--- src/rtl/bus_arbiter.sv ---
// Two-manager round-robin arbiter in front of one shared subordinate.
// Each manager owns a one-deep pending buffer; WAIT aborts on timeout.
module bus_arbiter #(
  parameter int unsigned TIMEOUT_CYCLES = 16
) (
  input  logic        clock,
  input  logic        reset,
  input  logic [31:0] m0_rw_address,
  input  logic        m0_read_request,
  input  logic        m0_write_request,
  input  logic [31:0] m0_write_data,
  input  logic [3:0]  m0_write_strobe,
  output logic [31:0] m0_read_data,
  output logic        m0_read_response,
  output logic        m0_write_response,
  input  logic [31:0] m1_rw_address,
  input  logic        m1_read_request,
  input  logic        m1_write_request,
  input  logic [31:0] m1_write_data,
  input  logic [3:0]  m1_write_strobe,
  output logic [31:0] m1_read_data,
  output logic        m1_read_response,
  output logic        m1_write_response,
  output logic [31:0] s_rw_address,
  output logic [31:0] s_write_data,
  output logic [3:0]  s_write_strobe,
  output logic        s_read_request,
  output logic        s_write_request,
  input  logic [31:0] s_read_data,
  input  logic        s_read_response,
  input  logic        s_write_response,
  output logic        busy,
  output logic        timeout_error
);

  localparam logic [1:0] IDLE  = 2'd0;
  localparam logic [1:0] ISSUE = 2'd1;
  localparam logic [1:0] WAIT  = 2'd2;

  localparam logic [8:0] TMO = 9'(TIMEOUT_CYCLES);

  logic [1:0]  state;
  logic [7:0]  count;
  logic        owner;
  logic        last_grant;
  logic        s_is_read;

  logic [1:0]  req_rd;
  logic [1:0]  req_wr;
  logic [31:0] req_addr [2];
  logic [31:0] req_data [2];
  logic [3:0]  req_strb [2];

  logic [1:0]  buf_valid;
  logic [1:0]  buf_read;
  logic [31:0] buf_addr [2];
  logic [31:0] buf_data [2];
  logic [3:0]  buf_strb [2];

  logic [1:0]  grant;
  logic        sel;
  logic        hit;
  logic        expire;

  logic [1:0]  rd_rsp;
  logic [1:0]  wr_rsp;
  logic [31:0] rd_data [2];

  assign req_rd      = {m1_read_request, m0_read_request};
  assign req_wr      = {m1_write_request, m0_write_request};
  assign req_addr[0] = m0_rw_address;
  assign req_addr[1] = m1_rw_address;
  assign req_data[0] = m0_write_data;
  assign req_data[1] = m1_write_data;
  assign req_strb[0] = m0_write_strobe;
  assign req_strb[1] = m1_write_strobe;

  // Tie goes to the manager that did not complete last.
  assign grant[0] = (state == IDLE) && buf_valid[0]
                  && (!buf_valid[1] || last_grant);
  assign grant[1] = (state == IDLE) && buf_valid[1]
                  && (!buf_valid[0] || !last_grant);
  assign sel = grant[1];

  assign hit = s_is_read ? s_read_response
                         : s_write_response;
  assign expire = !hit
               && (({1'b0, count} + 9'd1) == TMO);

  always_ff @(posedge clock or negedge reset) begin
    if (!reset) begin
      for (int i = 0; i < 2; i++) begin
        buf_valid[i] <= 1'b0;
        buf_read[i]  <= 1'b0;
        buf_addr[i]  <= 32'h0;
        buf_data[i]  <= 32'h0;
        buf_strb[i]  <= 4'h0;
      end
    end else begin
      for (int i = 0; i < 2; i++) begin
        if (grant[i]) begin
          buf_valid[i] <= 1'b0;
        end else if (!buf_valid[i]
                     && (req_rd[i] || req_wr[i])) begin
          buf_valid[i] <= 1'b1;
          buf_read[i]  <= req_rd[i];
          buf_addr[i]  <= req_addr[i];
          buf_data[i]  <= req_data[i];
          buf_strb[i]  <= req_strb[i];
        end
      end
    end
  end

  always_ff @(posedge clock or negedge reset) begin
    if (!reset) begin
      state         <= IDLE;
      count         <= 8'd0;
      owner         <= 1'b0;
      last_grant    <= 1'b1;
      s_is_read     <= 1'b0;
      s_rw_address  <= 32'h0;
      s_write_data  <= 32'h0;
      s_write_strobe <= 4'h0;
      rd_rsp        <= 2'b00;
      wr_rsp        <= 2'b00;
      rd_data[0]    <= 32'h0;
      rd_data[1]    <= 32'h0;
      timeout_error <= 1'b0;
    end else begin
      rd_rsp        <= 2'b00;
      wr_rsp        <= 2'b00;
      timeout_error <= 1'b0;
      unique case (state)
        IDLE: begin
          if (|grant) begin
            owner          <= sel;
            s_is_read      <= buf_read[sel];
            s_rw_address   <= buf_addr[sel];
            s_write_data   <= buf_data[sel];
            s_write_strobe <= buf_strb[sel];
            state          <= ISSUE;
          end
        end
        ISSUE: begin
          count <= 8'd0;
          state <= WAIT;
        end
        WAIT: begin
          if (hit || expire) begin
            if (s_is_read) begin
              rd_rsp[owner]  <= 1'b1;
              rd_data[owner] <= hit ? s_read_data
                                    : 32'h0;
            end else begin
              wr_rsp[owner] <= 1'b1;
            end
            timeout_error <= expire;
            last_grant    <= owner;
            state         <= IDLE;
          end else begin
            count <= count + 8'd1;
          end
        end
        default: state <= IDLE;
      endcase
    end
  end

  assign s_read_request  = (state == ISSUE) && s_is_read;
  assign s_write_request = (state == ISSUE) && !s_is_read;
  assign busy            = (state != IDLE);

  assign m0_read_response  = rd_rsp[0];
  assign m1_read_response  = rd_rsp[1];
  assign m0_write_response = wr_rsp[0];
  assign m1_write_response = wr_rsp[1];
  assign m0_read_data      = rd_data[0];
  assign m1_read_data      = rd_data[1];

endmodule

--- config.mk ---
export PLATFORM = sky130hd
export DESIGN_NAME = bus_arbiter
export DESIGN_NICKNAME = d
export VERILOG_FILES = /design/src/rtl/bus_arbiter.sv
export SDC_FILE = /design/constraint.sdc
export NUM_CORES = 1
export LEC_CHECK = 0
export BUFFER_PORTS_ARGS = -buffer_cell sky130_fd_sc_hd__buf_2
export CAP_MARGIN = 10
export CORE_ASPECT_RATIO = 1.25
export CORE_MARGIN = 2
export CORE_UTILIZATION = 35
export CTS_CLUSTER_DIAMETER = 30
export DETAILED_ROUTE_END_ITERATION = 12
export GPL_TIMING_DRIVEN = 0
export HOLD_SLACK_MARGIN = 0.02
export PLACE_DENSITY = 0.63
export REMOVE_ABC_BUFFERS = 1
export SYNTH_ARGS = -nofsm -noshare
export SYNTH_HDL_FRONTEND = slang
export SYNTH_SLANG_ARGS = --single-unit
--- constraint.sdc ---
create_clock -name clock -period 3.2 [get_ports clock]
set_input_delay 0.16 -clock clock [delete_from_list [all_inputs] [get_ports clock]]
set_output_delay 0.16 -clock clock [all_outputs]
set_load 0.005 [all_outputs]
==> key figures, run 1 <==
Outcome
  – Outcome: finished clean

Route
  – Detail Route Antenna Nets: 0
  – Iteration-0 DRC Markers: 397
  – Routed WL: between 30000 and 40000 microns
  – DR pass1 iterations: 5
  – Routed len/inst: about 17 microns
  – Residual DRC: 0
  – Vias: 8781
  – Drt via density: 4.86

Synth
  – Synth Flop Type: dfrtp_1
  – Area contributors post-synth: dfrtp_1 63%, mux2_2 14%, mux2i_1 6.2%
  – Post-synth EDFFs: 0
  – Synth async-reset ratio: 1.00
  – Syn Area/Cell: about 14 sq um
  – Synth cell count leaders: 289 x dfrtp_1, 138 x mux2_2, 74 x nor2_1
  – Post-synth top area cell: dfrtp_1
  – Count leader, synth: dfrtp_1
  – Register area share after synthesis: 0.634
  – Yosys warnings: 0
  – Mapped Area: 11400 sq um
  – Yosys top cell area share: 0.632
  – Synth Instances: 837
  – Cell variety after synth: 38
  – Seq cells post-synth: 290

STA
  – Fmax: 350 MHz
  – Final hold vios: 0
  – Rel. slew slack: 0.438
  – Fin Clk Skew: 0.0154 ns
  – Worst Slack Setup Final: between 0.3 and 0.4 ns
  – Min Tclk post-route: about 2.9 ns
  – RSZ-0062 raised after global routing: false
  – Max-slew violation count: 0
  – Least-Margin Pin Slew: 0.843 ns
  – Setup TNS: 0 ns
  – Final period util: 0.893
  – Setup-failing EPs final: 0

Hold path
  – Worst Hold Class: primary input to flip-flop

Global route
  – Met1 Usage GRT: 0.200
  – GRT Util Overall: 0.178
  – Congestion Overflow GR: 0
  – First-pass GRT wire length: 49200 microns
  – Vias in the first global route: 9388
  – GR Util met3: 0.0586
  – M2 GR Usage: 0.318
  – Initial antenna violation count: 2
  – GRT Max-Usage Layer: met2
  – Largest net degree at the start of global routing: around 120

Clocking
  – CTS resizes: 0
  – CTS buffer count: 57
  – Post-CTS Setup Repair Bufs: 0
  – Clk sinks: 290
  – Worst-skew pair later-pin latency: 0.55 ns
  – Reg clk slew, reported paths: 0.04 ns
  – H-tree depth: 2
  – Root buf cell: clkbuf_16
  – Post-CTS Hold Fix Bufs: 174
  – CTS tree: yes
  – Clk buf depth: 3

Critical path
  – CP startpoint kind: flip-flop
  – Crit Path Class: flip-flop to flip-flop
  – CP required: 3.62 ns
  – Crit path capture type: flip-flop
  – Crit path max fanout: 19
  – Worst EP arrival: 3.28 ns

Place
  – Detailed Place HPWL: 19000 microns
  – Final Wtd Congestion: 0.806
  – Placement Setup Slack: 0.147 ns
  – Area post-placement: 13600 sq um
  – PortBufs: between 300 and 400

Floorplanning
  – Die Width: about 170 microns
  – Initial core utilization: 0.352
  – Chip Height: 206 microns
  – Num rows: 74
  – Placeable Area: 32500 sq um
  – Die Area: approximately 34000 sq um
  – IO Pins: 316

Cells and area
  – Area Growth Syn to Fin: 52.2%
  – Post-route cell area: 17400 sq um
  – Final nets: 1519
  – Layout cells sized above 1: 0.413
  – Finished Core Util: 0.536

Power
  – Max VDD drop: 0.619 mV
  – Leakage power total: between 0.008 and 0.009 uW
  – Final Power: between 15000 and 20000 uW
  – Power Density: 1040 nW/um^2

Flow run
  – # Max-Cap Violations: 0
[critical path, stage by stage, from the launching register on]
cell,delay [ns]
dfrtp_1,0.42
ha_1,0.25
nand2_1,0.11
or3_1,0.36
o31a_1,0.37
or3_1,0.69
buf_16,0.29
a22o_1,0.24
[routing by layer]
layer / vias to the layer above / routed length (microns) / share of wire
li1: 4069 / - / -
met4: 2 / 767 / 0.025
met3: 56 / 2400 / 0.078
met2: 333 / 15800 / 0.51
met5: - / 13 / 0.00042
met1: 4321 / 11900 / 0.39
[sequential cells by signal (all words and copies together) (netlist names)]
| register | count |
|---|---|
| m1_read_data | 32 |
| s_write_data | 32 |
| count | 8 |
| s_rw_address | 32 |
| s_write_strobe | 4 |
| state | 2 |
| last_grant | 1 |
| wr_rsp | 2 |
| buf_read | 2 |
| buf_addr | 64 |
| timeout_error | 1 |
| m0_read_data | 32 |
| rd_rsp | 2 |
| owner | 1 |
| buf_strb | 8 |
| buf_valid | 2 |
| s_is_read | 1 |
| buf_data | 64 |
[per-stage QoR]
step / hold slack (ns) / cells
after floorplan: -0.136 / 780
after global placement: 0.392 / 1513
after detailed placement: 0.157 / 1526
after CTS: 0.0748 / 1804
after global routing: 0.0834 / 1805
final: 0.107 / 1806
[cells by family (layout without fill, tap and decap cells)]
| logic type | Yosys count | after routing | share of synthesized area |
|---|---|---|---|
| compound gates | 156 | 156 | 0.0965 |
| xor+xnor | 1 | 1 | 0.000765 |
| fa+ha+maj | 1 | 1 | 0.00109 |
| buf+inv | 65 | 615 | 0.0255 |
| flops | 290 | 290 | 0.634 |
| mux | 209 | 209 | 0.198 |
| other cells | 0 | 1 | 0 |
| simple gates | 115 | 115 | 0.0444 |
[report_power, final]
| group | internal [uW] | total, uW | switching [uW] |
|---|---|---|---|
| Clock | 4200 | 6110 | 1910 |
| Combinational | 3010 | 5600 | 2590 |
| Sequential | 5500 | 6440 | 935 |
| Total | 12700 | 18200 | 5440 |
[placed cells by master, fill, tap and decap left out, types with 5 or more instances in the layout]
cell type,instances
dlygate4sd3_1,174
o21ai_0,5
buf_12,6
buf_2,314
buf_16,6
clkinv_2,6
clkbuf_1,7
nand2_1,10
a32o_1,32
clkinv_4,6
inv_1,8
nor2_1,73
mux2_2,138
dfrtp_1,289
mux2i_1,71
a22o_1,32
clkbuf_8,10
bufinv_16,9
clkinvlp_4,8
a21oi_1,70
clkbuf_16,57
[final cells by class]
class	count	area [sq um]
diodes	1	2.50
fillers	2651	15100
clock inverters	30	422
repair buffers	503	3640
flip-flops and latches	290	7260
well taps	418	523
clock buffers	74	1590
inverters	8	30.0
multi-input cells	482	3960
[path summary, 6_finish.rpt]
kind | end | slack [ns] | cells past startpoint | startpoint
worst max-delay path | m1_read_data[21] | 0.34 | 7 | count[0]
worst min-delay path | buf_addr[35] | 0.11 | 3 | m0_write_request
worst max register to register | m1_read_data[21] | 0.34 | 7 | count[0]
worst min register to register | m0_read_data[19] | 0.49 | 1 | m0_read_data[19]
max in group asynchronous | s_rw_address[28] | 2.00 | 3 | reset
min in group asynchronous | m1_read_data[1] | 0.15 | 2 | reset
No activity file was read; power rests on OpenSTA's default activity.
==> inputs of run 2 (changes only) <==
- CAP_MARGIN: 10 -> 20
- PLACE_DENSITY: 0.63 -> 0.65
==> run 2 against run 1 <==
Against the previous run: clock-buffer cell count fell by 3; die area unchanged; worst hold slack better by 0.048 ns; sequential power hardly changed; total power increased by 1.0%; clock power grew 2%; critical path depth unchanged.
==> key figures, run 2 (same netlist as run 1, synthesis figures left out) <==
STA
  – Final period util: 0.875 (-0.0181)
  – Fin Clk Skew: 0.0155 ns (+0.000103 ns)
  – Max-slew violation count: 0 (unchanged)
  – Setup-failing EPs final: 0 (unchanged)
  – Rel. slew slack: 0.401 (-0.0369)
  – Min Tclk post-route: 2.80 ns (-0.0579 ns)
  – Worst Slack Setup Final: 0.401 ns (+0.0579 ns)
  – Least-Margin Pin Slew: 0.898 ns (+0.0554 ns)
  – Fmax: 357 MHz (+2.1%)
  – RSZ-0062 raised after global routing: false
  – Final hold vios: 0 (unchanged)

Power
  – Power Density: 1050 nW/um^2 (+0.59%)
  – Clk network pwr share: 0.340 (+0.003)
  – Psw: 5670 uW (+4.2%)
  – Sequential share of power: 0.352 (-0.003)
  – Max VDD drop: 0.666 mV (+7.5%)
  – Sw frac: 0.309 (+0.00960)
  – Leakage power total: 0.00838 uW (+0.47%)
  – Gate power share: 0.308 (about the same)
  – Pint: 12700 uW (-0.37%)

Global route
  – GRT Util Overall: 0.183 (+0.00503)
  – Initial antenna violation count: 1 (-1)
  – Vias in the first global route: 9772 (+4.1%)
  – Congestion Overflow GR: 0 (unchanged)
  – Largest net degree at the start of global routing: 117 (-3.3%)
  – First-pass GRT wire length: 50600 microns (+2.8%)

Critical path
  – Worst EP arrival: 3.24 ns (-0.04 ns)
  – Reg2reg setup slack: 0.40 ns (+0.06 ns)
  – CP required: 3.64 ns (+0.02 ns)
  – CP startpoint kind: flip-flop
  – Crit Path Class: flip-flop to flip-flop
  – Crit path max fanout: 24 (+5)
  – Crit path capture type: flip-flop
  – Worst reg-to-reg path cell count: 7 (unchanged)

Route
  – Detail Route Antenna Nets: 0 (unchanged)
  – Routed WL: 31500 microns (+2.1%)
  – Residual DRC: 0 (unchanged)
  – Drt via density: 4.93 (+1.3%)
  – Iteration-0 DRC Markers: 452 (+14%)
  – Routed len/inst: 17.4 microns (+1.6%)
  – DR pass1 iterations: 4 (-1)
  – Vias: 8942 (+1.8%)

Place
  – Area post-placement: 13700 sq um (+0.13%)
  – Final Wtd Congestion: 0.773 (-4.1%)
  – PortBufs: 315 (unchanged)
  – Detailed Place HPWL: 19500 microns (+2.4%)
  – Placement Setup Slack: 0.443 ns (+0.296 ns)

Clocking
  – CTS tree: yes
  – Root buf cell: clkbuf_16
  – CTS buffer count: 60 (+5.3%)
  – Post-CTS Setup Repair Bufs: 0 (unchanged)
  – Worst-skew pair later-pin latency: 0.56 ns (about the same)
  – Clk sinks: 290 (unchanged)
  – Post-CTS Hold Fix Bufs: 175 (+0.57%)
  – CTS resizes: 0 (unchanged)
  – H-tree depth: 2 (unchanged)
  – Clk buf depth: 3 (unchanged)
  – Reg clk slew, reported paths: 0.05 ns (about the same)

Floorplanning
  – Num rows: 74 (unchanged)
  – Die Area: 34200 sq um (unchanged)
  – Placeable Area: 32500 sq um (unchanged)
  – IO Pins: 316 (unchanged)
  – Die Width: 166 microns (unchanged)
  – Chip Height: 206 microns (unchanged)
  – Initial core utilization: 0.352 (unchanged)

Cells and area
  – Ant diodes: 0 (-1)
  – Reg area: 7260 sq um (unchanged)
  – FILL cells: 2651 (unchanged)
  – Most frequent cells in the layout: 314 x buf_2, 289 x dfrtp_1, 175 x dlygate4sd3_1, 138 x mux2_2, 73 x nor2_1
  – Area Growth Syn to Fin: 52.8%
  – Top Registers: buf_addr x64, buf_data x64
  – Area of the multi-input gates: 3950 sq um (-0.13%)
  – Commonest non-fill, non-tap cell in the layout: buf_2
  – Final nets: 1523 (+0.26%)
  – Post-route cell area: 17500 sq um (+0.42%)
  – Layout cells sized above 1: 0.419 (+0.00563)

Flow run
  – # Max-Cap Violations: 0 (unchanged)

Hold path
  – Worst Hold Class: primary input to async pin

Outcome
  – Outcome: finished clean
==> run 2: cell types whose count changed in the layout (fill, tap and decap cells not counted), sizes merged <==
cell         before  now
dlygate4sd3     174  175
clkbuf           74   71
inv               9   16
diode             1    0
bufinv            9    6
clkinvlp          8   10
clkinv           12   18
==> run 2: through the flow <==
stage	total power (uW)	util	setup TNS [ns]	hold slack [ns]	cells
finish	18300	0.538	0	0.155	1815
global route	19400	0.538	0	0.194	1815
CTS	18500	0.538	0	0.146	1815
detailed placement	11900	0.420	0	0.155	1527
global placement	11300	0.409	-1746.74	0.392	1513
floorplan	9890	-	-160.77	-0.136	780
==> run 2: path summary, 6_finish.rpt <==
| kind | startpoint | end |
|---|---|---|
| max | count[0] | m0_read_data[13] |
| min | reset | m1_read_data[3] |
| max reg2reg | count[0] | m0_read_data[13] |
| min reg2reg | m0_read_data[8] | m0_read_data[8] |
| max in group asynchronous | reset | buf_addr[51] |
| min in group clock | s_read_response | m0_read_data[27] |
==> run 2: worst max-delay path: stages (launching register included) <==
cell,delay [ns]
dfrtp_1,0.41
ha_1,0.25
nand2_1,0.11
or3_1,0.35
o31a_1,0.36
or4_1,0.68
buf_16,0.27
a32o_1,0.22
==> run 2: area by class of cell <==
cell class	instances	area share
multi-input cells	482	0.226
clock inverters	42	0.0259
clock buffers	71	0.0935
well taps	418	0.0299
inverters	8	0.00172
repair buffers	504	0.208
flip-flops and latches	290	0.415
==> run 2: metal layers <==
layer | part of all wire | GRT usage
met1 | 0.39 | 0.203
met2 | 0.51 | 0.332
met3 | 0.073 | 0.0546
met4 | 0.027 | 0.0677
met5 | 0.00038 | 0
==> run 2: power by group through the flow <==
stage / logic (uW) / registers (uW) / clock network (uW)
final: 5650 / 6450 / 6230
after global routing: 6220 / 6680 / 6530
after CTS: 5680 / 6430 / 6350
after detailed placement: 5460 / 6480 / 0
after global placement: 4970 / 6370 / 0
after floorplan: 3530 / 6360 / 0
